`src/rtl/clock_pkg.sv`:
```
// Shared types and constants for the digital-clock hour counter.
//   hour_state_t : FSM encoding for the hour sequencer
//   HOUR_*       : binary hour limits and midnight values per display mode
package clock_pkg;

  localparam int unsigned HOUR_W = 5;

  typedef enum logic [1:0] {IDLE, CHECK, INC, WRAP} hour_state_t;

  localparam logic [HOUR_W-1:0] HOUR_MAX_12 = 5'd12;
  localparam logic [HOUR_W-1:0] HOUR_MAX_24 = 5'd23;
  localparam logic [HOUR_W-1:0] HOUR_RST_12 = 5'd12;
  localparam logic [HOUR_W-1:0] HOUR_RST_24 = 5'd0;

endpackage

```
`src/rtl/hours_if.sv`:
```
// Hour counter bus: advance pulses in, BCD hour digits / pm / changeDay out.
//   changeHour, advHour : one-cycle advance requests (auto from minutes, manual)
//   hourMSB, hourLSB    : BCD tens / units of the displayed hour
//   pm, changeDay       : PM flag and midnight-rollover pulse
interface hours_if;
  logic       changeHour;
  logic       advHour;
  logic [1:0] hourMSB;
  logic [3:0] hourLSB;
  logic       pm;
  logic       changeDay;

  modport master (output changeHour, advHour,
                  input  hourMSB, hourLSB, pm, changeDay);
  modport slave  (input  changeHour, advHour,
                  output hourMSB, hourLSB, pm, changeDay);
endinterface

```
`src/rtl/hour_next.sv`:
```
// Combinational successor of the current hour in the selected display mode.
//   i_hour, i_pm   : current binary hour and pm flag
//   o_hour, o_pm   : hour/pm after one non-wrapping advance
//   o_is_last      : current hour is the last before midnight
//   o_msb, o_lsb   : BCD split of o_hour
module hour_next
  import clock_pkg::*;
#(
  parameter bit MODE_24H = 1'b0
) (
  input  logic [HOUR_W-1:0] i_hour,
  input  logic              i_pm,
  output logic [HOUR_W-1:0] o_hour,
  output logic              o_pm,
  output logic              o_is_last,
  output logic [1:0]        o_msb,
  output logic [3:0]        o_lsb
);

  logic [HOUR_W-1:0] w_base;

  // Successor hour and pm; 12h mode counts 12,1..11 and flips pm entering 12
  always_comb begin
    o_hour    = i_hour + 5'd1;
    o_pm      = 1'b0;
    o_is_last = 1'b0;
    if (MODE_24H) begin
      o_is_last = (i_hour == HOUR_MAX_24);
      if (i_hour == HOUR_MAX_24) o_hour = 5'd0;
    end else begin
      o_is_last = (i_hour == 5'd11) && i_pm;
      o_pm      = (i_hour == 5'd11) ? ~i_pm : i_pm;
      if (i_hour == HOUR_MAX_12) o_hour = 5'd1;
    end
  end

  // Binary to BCD for 0..23
  always_comb begin
    o_msb  = 2'd0;
    w_base = 5'd0;
    if (o_hour >= 5'd20) begin
      o_msb  = 2'd2;
      w_base = 5'd20;
    end else if (o_hour >= 5'd10) begin
      o_msb  = 2'd1;
      w_base = 5'd10;
    end
    o_lsb = 4'(o_hour - w_base);
  end

endmodule

```
`src/rtl/hours.sv`:
```
// Hour counter: queues auto/manual advance pulses and steps the hour through
// IDLE -> CHECK -> INC/WRAP, with registered BCD digits, pm and changeDay.
//   clkMSec, reset : clock and synchronous active-high reset
//   bus (slave)    : changeHour/advHour in; hourMSB/hourLSB/pm/changeDay out
module hours
  import clock_pkg::*;
#(
  parameter bit MODE_24H = 1'b0
) (
  input  logic clkMSec,
  input  logic reset,
  hours_if.slave bus
);

  localparam logic [HOUR_W-1:0] L_MID_HOUR = MODE_24H ? HOUR_RST_24 : HOUR_RST_12;
  localparam logic [1:0]        L_MID_MSB  = MODE_24H ? 2'd0 : 2'd1;
  localparam logic [3:0]        L_MID_LSB  = MODE_24H ? 4'd0 : 4'd2;

  hour_state_t       r_state, w_state_nxt;
  logic              r_pend_auto, r_pend_man, r_src_auto;
  logic [HOUR_W-1:0] r_hour;
  logic              r_pm;
  logic [1:0]        r_msb;
  logic [3:0]        r_lsb;
  logic              r_change_day;

  logic              w_take_auto, w_take_man, w_do_inc, w_do_wrap;
  logic [HOUR_W-1:0] w_nxt_hour;
  logic              w_nxt_pm, w_is_last;
  logic [1:0]        w_nxt_msb;
  logic [3:0]        w_nxt_lsb;

  hour_next #(.MODE_24H(MODE_24H)) u_next (
    .i_hour    (r_hour),
    .i_pm      (r_pm),
    .o_hour    (w_nxt_hour),
    .o_pm      (w_nxt_pm),
    .o_is_last (w_is_last),
    .o_msb     (w_nxt_msb),
    .o_lsb     (w_nxt_lsb)
  );

  // State register
  always_ff @(posedge clkMSec) begin
    if (reset) r_state <= IDLE;
    else       r_state <= w_state_nxt;
  end

  // Next state and per-state strobes; auto requests win over manual
  always_comb begin
    w_state_nxt = r_state;
    w_take_auto = 1'b0;
    w_take_man  = 1'b0;
    w_do_inc    = 1'b0;
    w_do_wrap   = 1'b0;
    case (r_state)
      IDLE: begin
        if (r_pend_auto) begin
          w_take_auto = 1'b1;
          w_state_nxt = CHECK;
        end else if (r_pend_man) begin
          w_take_man  = 1'b1;
          w_state_nxt = CHECK;
        end
      end
      CHECK:   w_state_nxt = w_is_last ? WRAP : INC;
      INC: begin
        w_do_inc    = 1'b1;
        w_state_nxt = IDLE;
      end
      WRAP: begin
        w_do_wrap   = 1'b1;
        w_state_nxt = IDLE;
      end
      default: w_state_nxt = IDLE;
    endcase
  end

  // Pending flags, source latch, hour and output registers
  always_ff @(posedge clkMSec) begin
    if (reset) begin
      r_pend_auto  <= 1'b0;
      r_pend_man   <= 1'b0;
      r_src_auto   <= 1'b0;
      r_hour       <= L_MID_HOUR;
      r_pm         <= 1'b0;
      r_msb        <= L_MID_MSB;
      r_lsb        <= L_MID_LSB;
      r_change_day <= 1'b0;
    end else begin
      // a repeat pulse while the flag is set simply merges into it
      r_pend_auto  <= (r_pend_auto & ~w_take_auto) | bus.changeHour;
      r_pend_man   <= (r_pend_man  & ~w_take_man)  | bus.advHour;
      if (w_take_auto || w_take_man) r_src_auto <= w_take_auto;
      r_change_day <= w_do_wrap & r_src_auto;
      if (w_do_inc) begin
        r_hour <= w_nxt_hour;
        r_pm   <= w_nxt_pm;
        r_msb  <= w_nxt_msb;
        r_lsb  <= w_nxt_lsb;
      end else if (w_do_wrap) begin
        r_hour <= L_MID_HOUR;
        r_pm   <= 1'b0;
        r_msb  <= L_MID_MSB;
        r_lsb  <= L_MID_LSB;
      end
    end
  end

  assign bus.hourMSB   = r_msb;
  assign bus.hourLSB   = r_lsb;
  assign bus.pm        = r_pm;
  assign bus.changeDay = r_change_day;

endmodule

```
`src/flat_wrapper.sv`:
```
// flat-port wrapper written by rule: the top's interface ports become plain ports
module hours_flat import clock_pkg::*;
#(
  parameter bit MODE_24H = 1'b0
)
  (clkMSec, reset, bus_changeHour, bus_advHour, bus_hourMSB, bus_hourLSB, bus_pm, bus_changeDay);
  hours_if bus_i ();
  input  logic clkMSec;
  input  logic reset;
  input wire logic [$bits(bus_i.changeHour)-1:0] bus_changeHour;
  input wire logic [$bits(bus_i.advHour)-1:0] bus_advHour;
  output wire logic [$bits(bus_i.hourMSB)-1:0] bus_hourMSB;
  output wire logic [$bits(bus_i.hourLSB)-1:0] bus_hourLSB;
  output wire logic [$bits(bus_i.pm)-1:0] bus_pm;
  output wire logic [$bits(bus_i.changeDay)-1:0] bus_changeDay;
  assign bus_i.changeHour = bus_changeHour;
  assign bus_i.advHour = bus_advHour;
  assign bus_hourMSB = bus_i.hourMSB;
  assign bus_hourLSB = bus_i.hourLSB;
  assign bus_pm = bus_i.pm;
  assign bus_changeDay = bus_i.changeDay;
  hours #(.MODE_24H(MODE_24H)) u_core (.clkMSec(clkMSec), .reset(reset), .bus(bus_i));
endmodule
```
`config.mk`:
```
export PLATFORM = sky130hd
export DESIGN_NAME = hours_flat
export DESIGN_NICKNAME = d
export VERILOG_FILES = /design/src/rtl/clock_pkg.sv /design/src/rtl/hours_if.sv /design/src/rtl/hour_next.sv /design/src/rtl/hours.sv /design/src/flat_wrapper.sv
export SDC_FILE = /design/constraint.sdc
export NUM_CORES = 1
export LEC_CHECK = 0
export ABC_AREA = 1
export BUFFER_PORTS_ARGS = -buffer_cell sky130_fd_sc_hd__buf_2
export CAP_MARGIN = 20
export CORE_MARGIN = 1.5
export CORE_UTILIZATION = 54
export DETAILED_ROUTE_END_ITERATION = 8
export PLACE_DENSITY = 0.77
export SYNTH_ARGS = -nofsm -noshare
export SYNTH_HDL_FRONTEND = slang
export SYNTH_SLANG_ARGS = --single-unit
```
`constraint.sdc`:
```
create_clock -name clkMSec -period 2.6 [get_ports clkMSec]
set_input_delay 0.26 -clock clkMSec [delete_from_list [all_inputs] [get_ports clkMSec]]
set_output_delay 0.26 -clock clkMSec [all_outputs]
set_load 0.01 [all_outputs]
```
==> metrics, run 1 <==
All-Layer GR Usage=0.211; Tot Pwr=between 0.0005 and 0.0006 W; I/O pin cnt=12; Final Hold Vio Count=0; effective utilization at floorplan=0.577; Cells after Synth=116; detailed placement HPWL=1.27 mm; area grow syn2layout=9.25%; CP Max Fanout=6; crit path kind=flop to flop; DR pass1 iterations=4; fin crit period=between 2000 and 2500 ps; worst slew pin tran=379 ps; Layout Cells excl Fill=between 100 and 150; vias in the first global route=680; CP cell instances=ha_1 > inv_1 > nand2_1 > nand2_2 > nor2_2 > inv_2 > nand2_1 > o21ai_2 > ha_1 > fa_1 > or2_1 > a21oi_1; CTS Hold Bufs=0; Setup Skew=around 9.2 ps; area of the core=around 0.0015 mm^2; maximum vdd drop=slightly above 500 uV; Worst R2R Setup Slack=approximately 240 ps; Root Driver=clkbuf_4; total wire length=~1.7 mm; RD Place Congestion=approximately 0.95; hold path cells=3; R2R depth=12; Antenna Cells=0; largest net degree at the start of global routing=12; CP Data Arrival Time=2580 ps; CTS resizes=0; Leakage Power=around 0.42 nW; dpl cells=between 100 and 150; Placed Area=about 930 um^2; Die H=43.4 um; Worst Path Buf+Inv=2; Post-layout nets=~140; DRC viols=0; syn_area_per_cell=7.58 um^2; Worst path slowest cell=fa_1; Post-CTS Setup Bufs=0; fin. max-slew vios=0; Achievable Freq=between 0.4 and 0.5 GHz; via/cell ratio=around 5.3; CTS tree=built; worst hold start=bus_advHour; Hold WC Path Type=input pin to flop; Worst setup SP type=flop; Iteration-0 DRC Markers=9; Clock Latency Late Sink=300 ps; status=complete, no violations; # setup viols final=0; DR WL/cell=approximately 12 um; sequential fraction of the synthesis area=0.387; Row Count=14; Worst EP required=roughly 2800 ps; Synth Cell Area=880 um^2; Synth warnings=0; Vias=756; final setup TNS=0 ps; Netlist cell types=26; CP Capture Type=flop; Pwr per Cell Area=~550 mW/mm^2; wire length of the first global-routing pass=roughly 2.9 mm; CP max stage delay=420 ps; syn_nets=roughly 120; Tcrit/Tclk final=0.907; die area=roughly 0.0019 mm^2; most common cell after layout, fill and taps aside=nand2_1; residual overflow from global routing=0; Final Core Density=0.631; initial antenna violation count=0; RSZ-0062 raised after global routing=no; reg2reg start=u_core.bus.hourLSB[0]$_SDFFE_PP0N_; family with the most delay on the worst path=adder cells; Yosys reg bits=17; Clock Pin Slew Worst Setup and Hold Paths=110 ps; maximum buffer depth of the clock tree=2; die width=43.4 um; commonest non-fill, non-tap cells in the layout=29 x nand2_1, 17 x dfxtp_1, 11 x buf_2; max cap viols=0; CTS buffer count=3; post-route ant nets=0; worst r2r dst=u_core.bus.hourLSB[2]$_SDFFE_PP0N_; CTS sink count=17; post-route cell area=approximately 960 um^2; CTS H-tree lvls=1; Max-Slew Margin vs Limit=0.745; share of layout cells above drive strength 1=0.260; PortBufs=11; worst hold endpoint=u_core.r_pend_man$_SDFF_PP0_
==> flip-flops by register name, summed over array words and instances, names as in the netlist <==
name                  count
u_core.bus.pm             1
u_core.r_hour             4
u_core.bus.hourLSB        4
u_core.r_state            2
u_core.r_pend_auto        1
u_core.bus.hourMSB        2
u_core.bus.changeDay      1
u_core.r_pend_man         1
u_core.r_src_auto         1
==> cells by family after synthesis <==
kind of cell             synth area share
AO/OA/AOI/OAI                       0.148
adder cells (fa/ha/maj)            0.0654
buffers and inverters              0.0868
flip-flops                          0.387
XOR/XNOR                          0.00996
AND/OR/NAND/NOR                     0.303
==> per-stage QoR <==
stage               hold WS (ps)  setup WS (ps)
finish                       157            241
detailed placement           433            300
floorplan                    373            432
CTS                          165            234
global placement             433            359
global route                 158           70.8
==> synthesized netlist by cell type (all sizes together) <==
| library cell | n | area [um^2] |
|---|---|---|
| a21oi | 11 | 66.3 |
| buf | 3 | 20.0 |
| clkbuf | 1 | 3.75 |
| dfxtp | 17 | 340 |
| fa | 1 | 20.0 |
| ha | 3 | 37.5 |
| inv | 14 | 52.6 |
| nand2 | 32 | 133 |
| nand3 | 7 | 40.0 |
| nand4 | 3 | 18.8 |
| nor2 | 10 | 50.1 |
| nor4 | 1 | 12.5 |
| o21ai | 6 | 37.5 |
| o22ai | 3 | 18.8 |
| o31ai | 1 | 7.51 |
| or2 | 2 | 12.5 |
| xor2 | 1 | 8.76 |
==> metal layers <==
layer	up-vias	share of wire	wire [um]	GRT usage
met5	-	0	0	0
met4	0	0.021	35	0.109
met3	5	0.024	39	0.0250
met2	10	0.46	751	0.331
met1	342	0.50	823	0.286
li1	399	-	-	-
==> power breakdown <==
group          leakage [nW]  switching [W]  internal, W
clock                0.0139      0.0000881    0.0000587
combinational         0.268      0.0000627    0.0000362
sequential            0.139      0.0000138     0.000273
total                 0.420       0.000165     0.000368
==> worst reg2reg max path: stages, from the launching register on <==
cell and delay [ps]:
dfxtp_1 410, ha_1 220, inv_1 90, nand2_1 80, nand2_2 60, nor2_2 210, inv_2 90, nand2_1 90
o21ai_2 70, ha_1 190, fa_1 420, or2_1 240, a21oi_1 140
==> worst max path at each step <==
stage,start,end,slack [ps],cells after the start
finish,u_core.bus.hourLSB[0]$_SDFFE_PP0N_,u_core.bus.hourLSB[2]$_SDFFE_PP0N_,240,12
global route,u_core.bus.hourLSB[0]$_SDFFE_PP0N_,u_core.bus.hourLSB[2]$_SDFFE_PP0N_,70,12
CTS,u_core.bus.hourLSB[0]$_SDFFE_PP0N_,u_core.bus.hourLSB[2]$_SDFFE_PP0N_,230,11
detailed placement,u_core.bus.hourLSB[0]$_SDFFE_PP0N_,u_core.bus.hourLSB[2]$_SDFFE_PP0N_,300,11
global placement,u_core.r_hour[1]$_SDFFE_PP0N_,u_core.bus.hourLSB[2]$_SDFFE_PP0N_,360,12
floorplan,u_core.bus.hourLSB[0]$_SDFFE_PP0N_,u_core.bus.hourLSB[2]$_SDFFE_PP0N_,430,11
==> area by class of cell <==
type	count	area (um^2)
sequential	17	340
inverter	14	52.6
timing repair buffer	11	55.1
clock buffer	3	22.5
tap	16	20.0
clock inverter	1	7.51
fill	138	563
multi-input combinational	81	463
No activity file was read; power rests on OpenSTA's default activity.
==> run 2: changes to the inputs <==
--- a/config.mk
+++ b/config.mk
@@ -9,9 +9,10 @@
 export BUFFER_PORTS_ARGS = -buffer_cell sky130_fd_sc_hd__buf_2
 export CAP_MARGIN = 20
 export CORE_MARGIN = 1.5
-export CORE_UTILIZATION = 54
+export CORE_UTILIZATION = 58
+export CTS_BUF_LIST = sky130_fd_sc_hd__clkbuf_4 sky130_fd_sc_hd__clkbuf_8
 export DETAILED_ROUTE_END_ITERATION = 8
-export PLACE_DENSITY = 0.77
+export PLACE_DENSITY = 0.81
 export SYNTH_ARGS = -nofsm -noshare
 export SYNTH_HDL_FRONTEND = slang
 export SYNTH_SLANG_ARGS = --single-unit
==> metrics, run 2 (synthesis results as in run 1) <==
fin crit period=2340 ps (-16.5 ps); fin. max-slew vios=0 (unchanged); worst slew pin tran=383 ps (+3.33 ps); CTS Hold Bufs=0 (unchanged); area of the core=0.00135 mm^2 (-11%); switching power=0.000167 W (+1.6%); total wire length=1.85 mm (+12%); area grow syn2layout=9.10%; sequential power share=0.526 (-0.013); Tcrit/Tclk final=0.901 (-0.00634); RSZ-0062 raised after global routing=no; largest net degree at the start of global routing=11 (-1); clock share of power=0.291 (+0.015); maximum vdd drop=467 uV (-8.0%); Final Core Density=0.711 (+0.0803); Cell Int Power=0.000379 W (+3.1%); CP Max Fanout=6 (unchanged); PortBufs=11 (unchanged); switch share=0.306 (-0.00326); RD Place Congestion=0.923 (-2.7%); most common cell after layout, fill and taps aside=nand2_1; Hold WC Path Type=input pin to flop; Setup Skew=8.71 ps (-0.497 ps); die width=41.9 um (-3.3%); DR WL/cell=13.0 um (+13%); final setup TNS=0 ps (unchanged); status=complete, no violations; residual overflow from global routing=0 (unchanged); maximum buffer depth of the clock tree=2 (unchanged); Die H=41.9 um (-3.3%); vias in the first global route=762 (+12%); Gate power share=0.183 (-0.003); Root Driver=clkbuf_4; Fill cells=108 (-22%); Post-layout nets=136 (unchanged); CTS H-tree lvls=1 (unchanged); CP Data Arrival Time=2580 ps (about the same); via/cell ratio=5.68 (+7.4%); Iteration-0 DRC Markers=22 (+13); Antenna Cells=0 (unchanged); Row Count=13 (-1); crit path kind=flop to flop; I/O pin cnt=12 (unchanged); Clock Latency Late Sink=300 ps (about the same); DRC viols=0 (unchanged); Max-Slew Margin vs Limit=0.743 (-0.00224); Leakage Power=0.425 nW (+1.1%); Clock Pin Slew Worst Setup and Hold Paths=110 ps (about the same); CTS tree=built; DR pass1 iterations=4 (unchanged); CTS buffer count=3 (unchanged); CTS sink count=17 (unchanged); Final Hold Vio Count=0 (unchanged); post-route ant nets=0 (unchanged); All-Layer GR Usage=0.238 (+0.0273); Vias=806 (+6.6%); effective utilization at floorplan=0.652 (+0.0744); share of layout cells above drive strength 1=0.260 (unchanged); Place WS=293 ps (-7.95 ps); commonest non-fill, non-tap cells in the layout=29 x nand2_1, 17 x dfxtp_1, 11 x buf_2; max cap viols=0 (unchanged); # setup viols final=0 (unchanged); Achievable Freq=0.427 GHz (+0.70%); detailed placement HPWL=1.39 mm (+9.4%); post-layout worst setup margin=258 ps (+16.5 ps); Worst setup SP type=flop; Pwr per Cell Area=569 mW/mm^2 (+2.8%); wire length of the first global-routing pass=3.22 mm (+11%); die area=0.00176 mm^2 (-6.4%); Worst EP required=2830 ps (about the same); CTS resizes=0 (unchanged); initial antenna violation count=0 (unchanged); Post-CTS Setup Bufs=0 (unchanged); CP Capture Type=flop
-- run 2: path summary, 6_finish.rpt --
path	startpoint	endpoint	slack, ps	depth (start not counted)
worst max-delay path	u_core.bus.hourLSB[0]$_SDFFE_PP0N_	u_core.bus.hourLSB[2]$_SDFFE_PP0N_	260	11
worst min-delay path	bus_advHour	u_core.r_pend_man$_SDFF_PP0_	160	3
worst max register to register	u_core.bus.hourLSB[0]$_SDFFE_PP0N_	u_core.bus.hourLSB[2]$_SDFFE_PP0N_	260	11
worst min register to register	u_core.r_src_auto$_SDFFE_PP0P_	u_core.bus.changeDay$_SDFF_PP0_	440	2
-- run 2: final cells by class --
type,count,area (um^2),area share
timing repair buffer,11,55.1,0.0574
multi-input combinational,81,463,0.482
inverter,14,52.6,0.0548
tap,15,18.8,0.0196
sequential,17,340,0.355
clock buffer,4,30.0,0.0313
-- run 2: layer usage --
layer	track usage	wire [um]	vias to the layer above
met2	0.406	938	37
met4	0.142	54	0
met1	0.276	764	366
met3	0.0391	90	6
li1	-	-	397
met5	0	0	-
-- run 2: critical path: stages (launching register included) --
cell and delay, ps:
dfxtp_1 420, inv_1 80, ha_1 230, or2_1 220, nand2_1 130, nand2_4 90, nand3_2 110, o21ai_2 70
ha_1 190, fa_1 410, or2_1 230, a21oi_1 110
-- run 2: per-stage QoR --
step / hold slack (ps) / instances / area (um^2) / total power [W]
2_1_floorplan: 373 / 116 / 880 / 0.000370
3_3_place_gp: 429 / 138 / 930 / 0.000386
3_5_place_dp: 435 / 138 / 930 / 0.000393
4_1_cts: 156 / 142 / 960 / 0.000545
5_1_grt: 171 / 142 / 960 / 0.000572
6_report: 157 / 142 / 960 / 0.000546
-- run 2: power by group through the flow --
stage	Sequential, W	Combinational, W	Clock [W]
global placement	0.000293	0.0000937	0
CTS	0.000287	0.000100	0.000158
detailed placement	0.000293	0.0000997	0
floorplan	0.000289	0.0000819	0
global route	0.000290	0.000113	0.000169
finish	0.000287	0.000100	0.000159
==> run 3: changes to the inputs <==
--- a/config.mk
+++ b/config.mk
@@ -6,13 +6,14 @@
 export NUM_CORES = 1
 export LEC_CHECK = 0
 export ABC_AREA = 1
-export BUFFER_PORTS_ARGS = -buffer_cell sky130_fd_sc_hd__buf_2
+export BUFFER_PORTS_ARGS = -buffer_cell sky130_fd_sc_hd__clkbuf_2
 export CAP_MARGIN = 20
+export CORE_ASPECT_RATIO = 0.75
 export CORE_MARGIN = 1.5
-export CORE_UTILIZATION = 58
+export CORE_UTILIZATION = 35
 export CTS_BUF_LIST = sky130_fd_sc_hd__clkbuf_4 sky130_fd_sc_hd__clkbuf_8
 export DETAILED_ROUTE_END_ITERATION = 8
-export PLACE_DENSITY = 0.81
+export PLACE_DENSITY = 0.54
 export SYNTH_ARGS = -nofsm -noshare
 export SYNTH_HDL_FRONTEND = slang
 export SYNTH_SLANG_ARGS = --single-unit
==> metrics, run 3 (synthesis results as in run 1) <==
Clock Pin Slew Worst Setup and Hold Paths=100 ps (about the same); area grow syn2layout=11.8%; switching power=0.000162 W (-3.2%); CP Data Arrival Time=2560 ps (-20 ps); CTS buffer count=3 (unchanged); R2R depth=11 (unchanged); die width=60.9 um (+45%); All-Layer GR Usage=0.143 (-0.0949); reg2reg start=u_core.bus.hourLSB[0]$_SDFFE_PP0N_; Cell Int Power=0.000380 W (about the same); DR WL/cell=10.9 um (-17%); CP Capture Type=flop; CTS Hold Bufs=0 (unchanged); Final Hold Vio Count=0 (unchanged); Hold WC Path Type=input pin to flop; maximum buffer depth of the clock tree=2 (unchanged); final setup TNS=0 ps (unchanged); most common cell after layout, fill and taps aside=nand2_1; fin. max-slew vios=0 (unchanged); Die H=46.4 um (+11%); DRC viols=0 (unchanged); switch share=0.299 (-0.00700); effective utilization at floorplan=0.375 (-0.277); worst hold endpoint=u_core.r_pend_auto$_SDFF_PP0_; CTS sink count=17 (unchanged); Setup Skew=1.59 ps (-7.12 ps); maximum vdd drop=223 uV (-52%); hold path cells=3 (unchanged); Worst setup SP type=flop; residual overflow from global routing=0 (unchanged); worst hold start=bus_changeHour; CTS resizes=0 (unchanged); initial antenna violation count=0 (unchanged); Achievable Freq=0.429 GHz (+0.58%); Post-CTS Setup Bufs=0 (unchanged); total wire length=1.75 mm (-5.4%); PortBufs=11 (unchanged); DR pass1 iterations=4 (unchanged); detailed placement HPWL=1.34 mm (-3.8%); commonest non-fill, non-tap cells in the layout=29 x nand2_1, 17 x dfxtp_1, 11 x clkbuf_2; fin crit period=2330 ps (-13.4 ps); RSZ-0062 raised after global routing=no; Max-Slew Margin vs Limit=0.777 (+0.0346); worst r2r dst=u_core.bus.hourLSB[2]$_SDFFE_PP0N_; Gate power share=0.184 (about the same); wire length of the first global-routing pass=2.88 mm (-11%); Pwr per Cell Area=550 mW/mm^2 (-3.4%); clock share of power=0.285 (-0.006); share of layout cells above drive strength 1=0.260 (unchanged); Antenna Cells=0 (unchanged); RD Place Congestion=0.773 (-16%); post-route ant nets=0 (unchanged); vias in the first global route=592 (-22%); Row Count=15 (+2); sequential power share=0.531 (+0.005); CP Max Fanout=6 (unchanged); worst slew pin tran=333 ps (-49.2 ps); area of the core=0.00235 mm^2 (+74%); crit path kind=flop to flop; largest net degree at the start of global routing=11 (unchanged); Final Core Density=0.419 (-0.292); Root Driver=clkbuf_4; Vias=737 (-8.6%); status=complete, no violations; # setup viols final=0 (unchanged); Clock Latency Late Sink=290 ps (about the same); Leakage Power=0.423 nW (-0.54%); Post-layout nets=136 (unchanged); Worst R2R Setup Slack=270 ps (about the same); via/cell ratio=4.58 (-19%); CTS tree=built; die area=0.00283 mm^2 (+61%); Iteration-0 DRC Markers=37 (+68%); CTS H-tree lvls=1 (unchanged); Worst EP required=2830 ps (about the same); Tcrit/Tclk final=0.896 (-0.00516); max cap viols=0 (unchanged); I/O pin cnt=12 (unchanged)
[run 3: power groups by stage]
stage,registers [W],logic (W),clock network [W]
4_1_cts,0.000287,0.0000999,0.000161
2_1_floorplan,0.000289,0.0000819,0
3_3_place_gp,0.000294,0.0000979,0
6_report,0.000288,0.0000995,0.000154
5_1_grt,0.000290,0.000115,0.000168
3_5_place_dp,0.000294,0.0000994,0
[run 3: area by class of cell]
cell class / count / area (um^2)
fill: 248 / 1360
multi-input combinational: 81 / 463
tap: 34 / 42.5
timing repair buffer: 11 / 55.1
inverter: 14 / 52.6
sequential: 17 / 340
clock buffer: 4 / 30.0
[run 3: worst max path at each step]
stage / startpoint / to / slack [ps]
after floorplan: u_core.bus.hourLSB[0]$_SDFFE_PP0N_ / u_core.bus.hourLSB[2]$_SDFFE_PP0N_ / 430
after global placement: u_core.bus.hourLSB[0]$_SDFFE_PP0N_ / u_core.bus.hourLSB[2]$_SDFFE_PP0N_ / 330
after detailed placement: u_core.bus.hourLSB[0]$_SDFFE_PP0N_ / u_core.bus.hourLSB[2]$_SDFFE_PP0N_ / 280
after CTS: u_core.bus.hourLSB[0]$_SDFFE_PP0N_ / u_core.bus.hourLSB[2]$_SDFFE_PP0N_ / 270
after global routing: u_core.bus.hourLSB[0]$_SDFFE_PP0N_ / u_core.bus.hourLSB[2]$_SDFFE_PP0N_ / 120
final: u_core.bus.hourLSB[0]$_SDFFE_PP0N_ / u_core.bus.hourLSB[2]$_SDFFE_PP0N_ / 270
[run 3: routing by layer]
metal	vias to the layer above	wire length [um]	GRT usage
met2	14	662	0.181
met1	322	996	0.226
met4	0	15	0.0261
met5	-	0	0
li1	399	-	-
met3	2	73	0.0534
[run 3: critical path: stages, from the launching register on]
cell and delay [ps]:
dfxtp_1 420, inv_1 80, ha_1 240, or2_1 220
nand2_1 120, nand2_4 90, nand3_2 100, o21ai_2 70
ha_1 190, fa_1 420, or2_1 230, a21oi_1 110
[run 3: metrics by stage]
| step | worst slack, ps | hold WS, ps | std cells | instance area (um^2) | total power (W) |
|---|---|---|---|---|---|
| 3_5_place_dp | 282 | 435 | 157 | 953 | 0.000393 |
| 3_3_place_gp | 326 | 432 | 157 | 953 | 0.000392 |
| 6_report | 271 | 166 | 161 | 983 | 0.000541 |
| 5_1_grt | 122 | 173 | 161 | 983 | 0.000573 |
| 2_1_floorplan | 432 | 373 | 116 | 880 | 0.000370 |
| 4_1_cts | 269 | 161 | 161 | 983 | 0.000548 |
